--- src/rtl/wb_pkg.sv ---
// -----------------------------------------------------------------------------
// wb_pkg
// Shared Wishbone definitions for the scratchpad slice.
//   WB_DW / WB_SELW : bus data width and byte-enable width
//   wb_rsp_t        : one slot of the response pipeline {valid, err, data}
//   wb_byte_merge   : applies a byte-enable mask to a stored word
// -----------------------------------------------------------------------------
package wb_pkg;

  localparam int WB_DW   = 32;
  localparam int WB_SELW = WB_DW / 8;

  typedef struct packed {
    logic             valid;
    logic             err;
    logic [WB_DW-1:0] data;
  } wb_rsp_t;

  // Lanes with sel=1 take the new byte, lanes with sel=0 keep the old byte.
  function automatic logic [WB_DW-1:0] wb_byte_merge(
    input logic [WB_DW-1:0]   old_word,
    input logic [WB_DW-1:0]   new_word,
    input logic [WB_SELW-1:0] sel
  );
    logic [WB_DW-1:0] merged;
    merged = old_word;
    for (int b = 0; b < WB_SELW; b++) begin
      if (sel[b]) begin
        merged[8*b +: 8] = new_word[8*b +: 8];
      end else begin
        merged[8*b +: 8] = old_word[8*b +: 8];
      end
    end
    return merged;
  endfunction

endpackage

--- src/rtl/wb_rsp_pipe.sv ---
// -----------------------------------------------------------------------------
// wb_rsp_pipe
// DEPTH-deep shift register of wb_rsp_t. A response entering at i_* appears
// on o_* exactly DEPTH cycles later. i_flush clears every valid bit on the
// next edge (bus cycle abort); data/err bits are don't-care once invalid.
//   i_clk, i_rst_n          : clock, async active-low reset
//   i_flush                 : synchronous clear of all valids
//   i_valid, i_err, i_data  : response launched this cycle
//   o_valid, o_err, o_data  : response leaving the last stage
// -----------------------------------------------------------------------------
module wb_rsp_pipe
  import wb_pkg::*;
#(
  parameter int DEPTH = 2
) (
  input  logic             i_clk,
  input  logic             i_rst_n,
  input  logic             i_flush,
  input  logic             i_valid,
  input  logic             i_err,
  input  logic [WB_DW-1:0] i_data,
  output logic             o_valid,
  output logic             o_err,
  output logic [WB_DW-1:0] o_data
);

  wb_rsp_t r_stage [DEPTH];
  wb_rsp_t w_next  [DEPTH];

  // Next contents: shift by one stage, then kill every valid on a flush.
  always_comb begin
    w_next[0] = '{valid: i_valid, err: i_err, data: i_data};
    for (int k = 1; k < DEPTH; k++) begin
      w_next[k] = r_stage[k-1];
    end
    for (int k = 0; k < DEPTH; k++) begin
      w_next[k].valid = w_next[k].valid & ~i_flush;
    end
  end

  // Stage registers; reset drops every in-flight response.
  always_ff @(posedge i_clk or negedge i_rst_n) begin
    if (!i_rst_n) begin
      for (int k = 0; k < DEPTH; k++) begin
        r_stage[k] <= '0;
      end
    end else begin
      r_stage <= w_next;
    end
  end

  assign o_valid = r_stage[DEPTH-1].valid;
  assign o_err   = r_stage[DEPTH-1].err;
  assign o_data  = r_stage[DEPTH-1].data;

endmodule

--- src/rtl/wb_scratchpad.sv ---
// -----------------------------------------------------------------------------
// wb_scratchpad
// Pipelined Wishbone slave RAM of 2**AW 32-bit words at byte address BASE.
// Byte-masked writes and word reads complete with ack (or err for addresses
// outside the window) exactly ACK_LAT cycles after acceptance. At most
// MAX_OUT requests are in flight; stall is raised while that limit is reached.
//   i_clk, i_rst_n              : clock, async active-low reset
//   i_s_cyc, i_s_stb_ena        : bus cycle, request strobe
//   i_s_stb_we/addr/data/sel    : request attributes
//   o_s_stb_rdy (= !o_s_stall)  : request may be accepted
//   o_s_ack, o_s_err            : one-cycle completion pulses
//   o_s_stall                   : back-pressure
//   o_s_*_rdy                   : always 1
//   o_rdata                     : read data, valid with o_s_ack of a read
// -----------------------------------------------------------------------------
module wb_scratchpad
  import wb_pkg::*;
#(
  parameter int          AW      = 6,
  parameter logic [31:0] BASE    = 32'h0000_0000,
  parameter int          ACK_LAT = 2,
  parameter int          MAX_OUT = 2
) (
  input  logic               i_clk,
  input  logic               i_rst_n,
  input  logic               i_s_cyc,
  input  logic               i_s_stb_ena,
  input  logic               i_s_stb_we,
  input  logic [31:0]        i_s_stb_addr,
  input  logic [WB_DW-1:0]   i_s_stb_data,
  input  logic [WB_SELW-1:0] i_s_stb_sel,
  output logic               o_s_stb_rdy,
  output logic               o_s_ack,
  output logic               o_s_stall,
  output logic               o_s_err,
  output logic               o_s_ack_rdy,
  output logic               o_s_stall_rdy,
  output logic               o_s_err_rdy,
  output logic [WB_DW-1:0]   o_rdata
);

  localparam int             DEPTH     = 2 ** AW;
  localparam int             OW        = $clog2(MAX_OUT + 1);
  localparam logic [OW-1:0]  MAX_OUT_C = OW'(MAX_OUT);
  localparam logic [OW-1:0]  ONE_C     = OW'(1);

  logic [WB_DW-1:0] r_mem [DEPTH];
  logic [OW-1:0]    r_out;
  logic [OW-1:0]    w_out_next;

  logic             w_stall;
  logic             w_accept;
  logic             w_hit;
  logic [AW-1:0]    w_idx;
  logic             w_rsp_valid;
  logic             w_rsp_err;
  logic [WB_DW-1:0] w_rsp_data;
  logic             w_pipe_valid;
  logic             w_pipe_err;
  logic [WB_DW-1:0] w_pipe_data;
  logic             w_unused;

  // No look-ahead: a response retiring this cycle does not release the stall.
  assign w_stall  = i_s_cyc & (r_out == MAX_OUT_C);
  assign w_accept = i_s_cyc & i_s_stb_ena & ~w_stall;
  assign w_hit    = (i_s_stb_addr[31:AW+2] == BASE[31:AW+2]);
  assign w_idx    = i_s_stb_addr[AW+1:2];
  assign w_unused = ^i_s_stb_addr[1:0];

  // Response launched on accept; RAM is read before this edge's write lands.
  always_comb begin
    w_rsp_valid = w_accept;
    w_rsp_err   = w_accept & ~w_hit;
    w_rsp_data  = '0;
    if (w_accept & w_hit & ~i_s_stb_we) begin
      w_rsp_data = r_mem[w_idx];
    end else begin
      w_rsp_data = '0;
    end
  end

  // RAM write port; contents are deliberately not reset.
  always_ff @(posedge i_clk) begin
    if (i_rst_n & w_accept & w_hit & i_s_stb_we) begin
      r_mem[w_idx] <= wb_byte_merge(r_mem[w_idx], i_s_stb_data, i_s_stb_sel);
    end
  end

  // Outstanding count: abort clears it, simultaneous accept+retire is a no-op.
  always_comb begin
    w_out_next = r_out;
    if (!i_s_cyc) begin
      w_out_next = '0;
    end else if (w_accept & ~w_pipe_valid) begin
      w_out_next = r_out + ONE_C;
    end else if (~w_accept & w_pipe_valid) begin
      w_out_next = r_out - ONE_C;
    end else begin
      w_out_next = r_out;
    end
  end

  // Outstanding counter register.
  always_ff @(posedge i_clk or negedge i_rst_n) begin
    if (!i_rst_n) begin
      r_out <= '0;
    end else begin
      r_out <= w_out_next;
    end
  end

  wb_rsp_pipe #(
    .DEPTH (ACK_LAT)
  ) u_rsp_pipe (
    .i_clk   (i_clk),
    .i_rst_n (i_rst_n),
    .i_flush (~i_s_cyc),
    .i_valid (w_rsp_valid),
    .i_err   (w_rsp_err),
    .i_data  (w_rsp_data),
    .o_valid (w_pipe_valid),
    .o_err   (w_pipe_err),
    .o_data  (w_pipe_data)
  );

  assign o_s_stall     = w_stall;
  assign o_s_stb_rdy   = ~w_stall;
  assign o_s_ack       = w_pipe_valid & ~w_pipe_err;
  assign o_s_err       = w_pipe_valid & w_pipe_err;
  assign o_rdata       = w_pipe_data;
  assign o_s_ack_rdy   = 1'b1;
  assign o_s_stall_rdy = 1'b1;
  assign o_s_err_rdy   = 1'b1;

endmodule

--- config.mk ---
export PLATFORM = sky130hd
export DESIGN_NAME = wb_scratchpad
export DESIGN_NICKNAME = d
export VERILOG_FILES = /design/src/rtl/wb_pkg.sv /design/src/rtl/wb_rsp_pipe.sv /design/src/rtl/wb_scratchpad.sv
export SDC_FILE = /design/constraint.sdc
export NUM_CORES = 2
export LEC_CHECK = 0
export CELL_PAD_IN_SITES_DETAIL_PLACEMENT = 1
export CELL_PAD_IN_SITES_GLOBAL_PLACEMENT = 2
export CORE_ASPECT_RATIO = 0.6
export CORE_UTILIZATION = 25
export CTS_BUF_LIST = sky130_fd_sc_hd__clkbuf_4
export DETAILED_ROUTE_END_ITERATION = 6
export PLACE_DENSITY_LB_ADDON = 0.1
export SYNTH_ARGS = -nofsm -noshare
export SYNTH_HDL_FRONTEND = slang
export SYNTH_SLANG_ARGS = --single-unit
--- constraint.sdc ---
create_clock -name i_clk -period 4.4 [get_ports i_clk]
set_clock_uncertainty 0.15 [all_clocks]
set_input_delay 0.88 -clock i_clk [delete_from_list [all_inputs] [get_ports i_clk]]
set_output_delay 0.88 -clock i_clk [all_outputs]
set_load 0.05 [all_outputs]
; Word level (Yosys, flattened, before mapping)
; Memory sizes are Yosys's and may differ from the RTL's.
; Index checks and enable logic that the tools add are counted.
[classes]
n_reduce_logical = 1
n_addsub = 2
n_mux = 14
bitwise_logic = 21
n_eq_ne = 2
[ops]
columns = operator, count
row1 = 8-bit 2-to-1 mux, 8
row2 = 32-bit 2-to-1 mux, 1
row3 = 24-bit zero test, 1
row4 = 1-bit bitwise AND, 15
row5 = 2-bit 2-to-1 mux, 3
row6 = 1-bit inverter, 6
row7 = "3-bit by 1-bit != test with 1-bit output, second input constant", 1
row8 = "2-bit by 1-bit adder with 2-bit output, second input constant", 1
row9 = "2-bit equality test, second input constant", 1
row10 = 1-bit 2-to-1 mux, 2
row11 = "2-bit by 1-bit subtractor with 2-bit output, second input constant", 1
[totals]
mem_bits_rw = 2048
in_bits = 73
ff_bits = 70
out_inout_bits = 39
mem_count = 1
[mem_list]
columns = memory, words, width, read_ports, rd_ports_with_merged_regs, write_ports, line
row1 = r_mem, 64, 32, 1, 0, 1, wb_scratchpad.sv:47  ; logic [WB_DW-1:0] r_mem [DEPTH];

; Logic depth before layout (Yosys ltp)
[depth]
word_depth = 9
mapped_depth = 12

; Cells and area by module
; A second synthesis with hierarchy kept.
[hier_totals]
hier_cells = 4662
area_unflattened_um2 = 81559.5
[modules_own_cells]
columns = mod, instances, area_each_um2, cells_each
row1 = wb_scratchpad, 1, 79605.1, 4560
row2 = wb_rsp_pipe, 1, 1954.4, 102

; Worst setup path after synthesis
; No wires, ideal clock.
[synth_path]
path_kind = in2reg
from = in i_s_stb_addr[4]
to = mem r_mem[0][17] (data pin)
arrival_time_ns = 4.513
n_path_buf = 5
setup_time_ns = 0.588
slack_ns = -0.851
stages = 11
path_cell_list = buf_4 -> buf_6 -> nor2_1 -> buf_2 -> buf_2 -> buf_2 -> a22oi_1 -> o22ai_1 -> nor3_1 -> o21a_1 -> a31oi_1
[synth_lines]
columns = element, line
row1 = from (decl), wb_scratchpad.sv:29  ; input logic [31:0] i_s_stb_addr,
row2 = to (decl), wb_scratchpad.sv:47

; Worst setup path in the final report
[layout_path]
from = in i_s_cyc
to = out o_s_stall
[layout_between]
elab_chain_len = 1
[layout_lines]
columns = element, line
row1 = from (decl), wb_scratchpad.sv:26  ; input logic i_s_cyc,
row2 = 1-bit bitwise AND, wb_scratchpad.sv:64  ; assign w_stall = i_s_cyc & (r_out == MAX_OUT_C);
row3 = to (decl), wb_scratchpad.sv:34  ; output logic o_s_stall,
; No other way between the ends.

==> summary.md <==
| Metric | Value |
|---|---|
| Status | finished clean |
| Die area | roughly 0.33 mm2 |
| Slowest stage delay, CP | 0.79 ns |
| Mapped Cells | around 4.8k |
| Setup Buffers After CTS | 0 |
| Slowest library cell on the worst path | clkdlybuf4s50_1 |
| H-tree lvl count | 6 |
| Part of the cycle the worst path needs | 0.920 |
| DRT met1 WL | between 200000 and 250000 um |
| Final Slew Violations | 0 |
| Leak | about 33 nW |
| RR Endpoint | r_mem[29][23] |
| R2R cell count | 10 |
| CP startpoint | i_s_cyc |
| Xor/xnor cell area share of the yosys netlist | 0.000320 |
| Seq cells post-synth | 2118 |
| Net Sw Frac | 0.258 |
| Commonest non-fill, non-tap cell in the layout | edfxtp_1 |
| CP Launch Type | input port |
| Worst hold margin | 0.154 ns |
| Critical Path End | o_s_stall |
| Max Cap Viol | 0 |
| RSZ-0062 raised after global routing | false |
| Hold/Removal Path Class | input port to asynchronous set/reset pin |
| Initial antenna violation count | 56 |
| Ports | 112 |
| IO Port Bufs | 106 |
| Cell variety after synth | 81 |
| Switch Pwr | about 11 mW |
| Clock Latency Late Sink | ~1.4 ns |
| Synthesized area | 0.0821 mm2 |
| P_int | between 30 and 40 mW |
| Final setup vio count | 0 |
| Cts bufs inserted | about 550 |
| Top_reg_cell synth | edfxtp_1 |
| FF-to-FF Start | r_mem[0][23] |
| Final Hold Vio Count | 0 |
| Combinational Power Share | 0.086 |
| Synth Area in Adders | 0 |
| Sequential area share after synthesis | 0.771 |
| P&R area growth vs syn | 25.4% |
| CORE AREA | ~0.33 mm2 |
| Clock share of power | 0.400 |
| Share of flip-flops with an asynchronous set or reset | 0.0331 |
| Buf/Inv on CP | 4 |
| Total grt overflow | 0 |
| Largest family of logic cells by synthesized area | compound AO/OA/AOI/OAI gates |
| Die Ht | approximately 450 um |
| Most used cell, CP | clkdlybuf4s50_1 |
| Multiplexer share of the synthesized area | 0.0399 |
| CTS root buf | clkbuf_4 |
| Worst VDD drop | 0.187 mV |
| FILL cells | about 33k |
| Detailed Place HPWL | between 200000 and 300000 um |
| FP Rows | 162 |
| WS Path Type | input port to output port |
| Total Wirelength | a little over 400000 um |
| Layout Utilization | 0.316 |
| # DRC | 0 |
| Yosys warning count | 0 |
| Commonest non-fill, non-tap cells in the layout | edfxtp_1, clkbuf_4, buf_4 |
| Top delay family on crit path | buffers and inverters |
| Synth Area in Compound Gates | 0.116 |
| Post-synth EDFFs | between 2k and 2.5k |
| CP Max Fanout | 5 |
| Post-DR vias/cell | around 5.3 |
| Share of layout cells above drive strength 1 | 0.310 |
| Die X-Extent | roughly 740 um |
| CTS tree | yes |
| Synth Area in Simple Gates | 0.0475 |
| DR vias | 55.1k |
| Required time of the worst setup path | roughly 3.4 ns |
| TritonRoute pass-1 iters | 6 |
| Avg Synthesized Cell Area | approximately 17 um2 |
| Setup crit end kind | output port |
| Crit path cell chain | dlygate4sd3_1, clkdlybuf4s50_1, nand3b_1, inv_1, clkdlybuf4s50_1 |
| DR WL met3 | approximately 28000 um |
| Layout Nets | slightly below 6k |
| Clock sinks | roughly 2.1k |
| Flop pwr share | 0.515 |
| Vias in the first global route | between 50k and 60k |
| PwrDens | between 400 and 500 mW/mm2 |
| Worst path depth | 5 |
| Largest net degree at the start of global routing | 65 |
| WL met2 | about 170000 um |
| Clock Path Buffers | 4 |
| Reg clk slew, reported paths | 0.06 ns |
| Slew Limit Headroom | 0.223 |
| Initial Utilization | 0.252 |
| Detail Route Antenna Nets | 0 |
| Worst-margin pin slew | between 1 and 1.5 ns |
| Final GP Congestion | 0.789 |
| Arrival time worst endpoint | 3.02 ns |
| GRT Resource Usage Total | 0.243 |
| Fmax | 247 MHz |
| Iteration-0 DRC Markers | 6687 |
| First-pass GRT wire length | about 530000 um |
| Total chip power | 43.8 mW |
| Flop-to-flop setup slack | 0.99 ns |
| Min Tclk post-route | approximately 4.0 ns |
| Uppermost layer routed | met5 |
| Routed len/inst | just under 40 um |
state kept, by name, indices dropped and copies added (netlist names):
signal              cells
u_rsp_pipe.o_err        1
u_rsp_pipe.o_data      32
u_rsp_pipe.r_stage     34
u_rsp_pipe.o_valid      1
r_out                   2
r_mem                2048
through the flow:
step,instance area [um2],setup slack (ns),std cells,TNS (ns)
floorplan,82200,0.128,4754,0
global placement,96200,-0.393,9520,-172.71
detailed placement,96200,-0.408,9520,-170.72
CTS,103000,0.343,10400,0
global route,103000,0.253,10400,0
finish,103000,0.353,10400,0
per-layer routing:
| metal | up-vias | global-route usage |
|---|---|---|
| met2 | 2336 | 0.348 |
| met5 | - | 0 |
| met3 | 452 | 0.0421 |
| met4 | 10 | 0.0434 |
| met1 | 30400 | 0.383 |
| li1 | 21900 | - |
synth_stat cells, drive strengths merged, types with 16 or more instances:
library cell	n	area, um2
a31oi	43	269
clkbuf	126	473
nand2	82	308
o221ai	31	272
o22a	16	140
nor3	44	220
and3b	16	140
mux4	32	721
a22oi	405	3040
a21oi	149	746
nor3b	40	315
a221oi	177	1550
a22o	63	552
o2bb2ai	44	385
o21ai	74	370
nand3	37	185
nand3b	90	676
and3	44	275
mux2i	117	1170
dfrtp	70	1750
nor2	138	518
mux2	123	1390
nor4	33	225
or3b	33	289
edfxtp	2048	61500
nand2b	19	119
o22ai	115	719
a221o	36	360
a2111oi	21	204
buf	279	1560
power groups by stage:
stage / Clock [mW] / Sequential, mW / Combinational [mW]
global placement: 0 / 23.0 / 3.69
detailed placement: 0 / 23.0 / 3.73
CTS: 18.0 / 22.5 / 3.74
global route: 18.9 / 22.5 / 3.88
floorplan: 0 / 23.0 / 1.43
finish: 17.5 / 22.5 / 3.74
repair_timing:
| item | CTS | global route |
|---|---|---|
| endpoints found under the hold margin | 73 | 0 |
| hold buffers | 3 | 0 |
| resized for setup | 0 | 0 |
| endpoints found under the setup margin | 0 | 0 |
cell families (layout without fill, tap and decap cells):
kind of cell	Yosys count	count (layout)
flip-flops	2118	2118
AO/OA/AOI/OAI	1284	1284
AND/OR/NAND/NOR	659	659
buffers and inverters	415	1739
multiplexers	272	272
XOR/XNOR	3	3
other	1	17
worst register-to-register path: stages (launching register included):
cell      delay, ns
edfxtp_1       0.35
or3b_2         0.19
a21oi_1        0.09
a2111o_1       0.47
nor4_1         0.55
buf_4          0.22
nand4_1        0.16
buf_12         0.20
mux2_2         0.31
buf_12         0.16
buf_12         0.20
area by class of cell:
class	count	area [um2]	area share
antenna	14	35.0	0.000340
clock buffer	810	6080	0.0591
clock inverter	91	546	0.00530
inverter	10	47.5	0.000462
multi-input combinational	2221	17700	0.172
sequential	2118	63300	0.614
tap	4346	5440	0.0528
timing repair buffer	828	9810	0.0953
worst min path at each step:
stage	cells past startpoint	to	slack, ns
after floorplan	0	u_rsp_pipe.o_data[0]	0.18
after global placement	0	u_rsp_pipe.o_data[22]	0.18
after detailed placement	0	u_rsp_pipe.o_data[0]	0.19
after CTS	5	u_rsp_pipe.r_stage[66]	0.0001
after global routing	5	u_rsp_pipe.r_stage[66]	0.14
final	3	u_rsp_pipe.o_data[29]	0.15
Note: power is estimated with default switching activity, not from simulation.
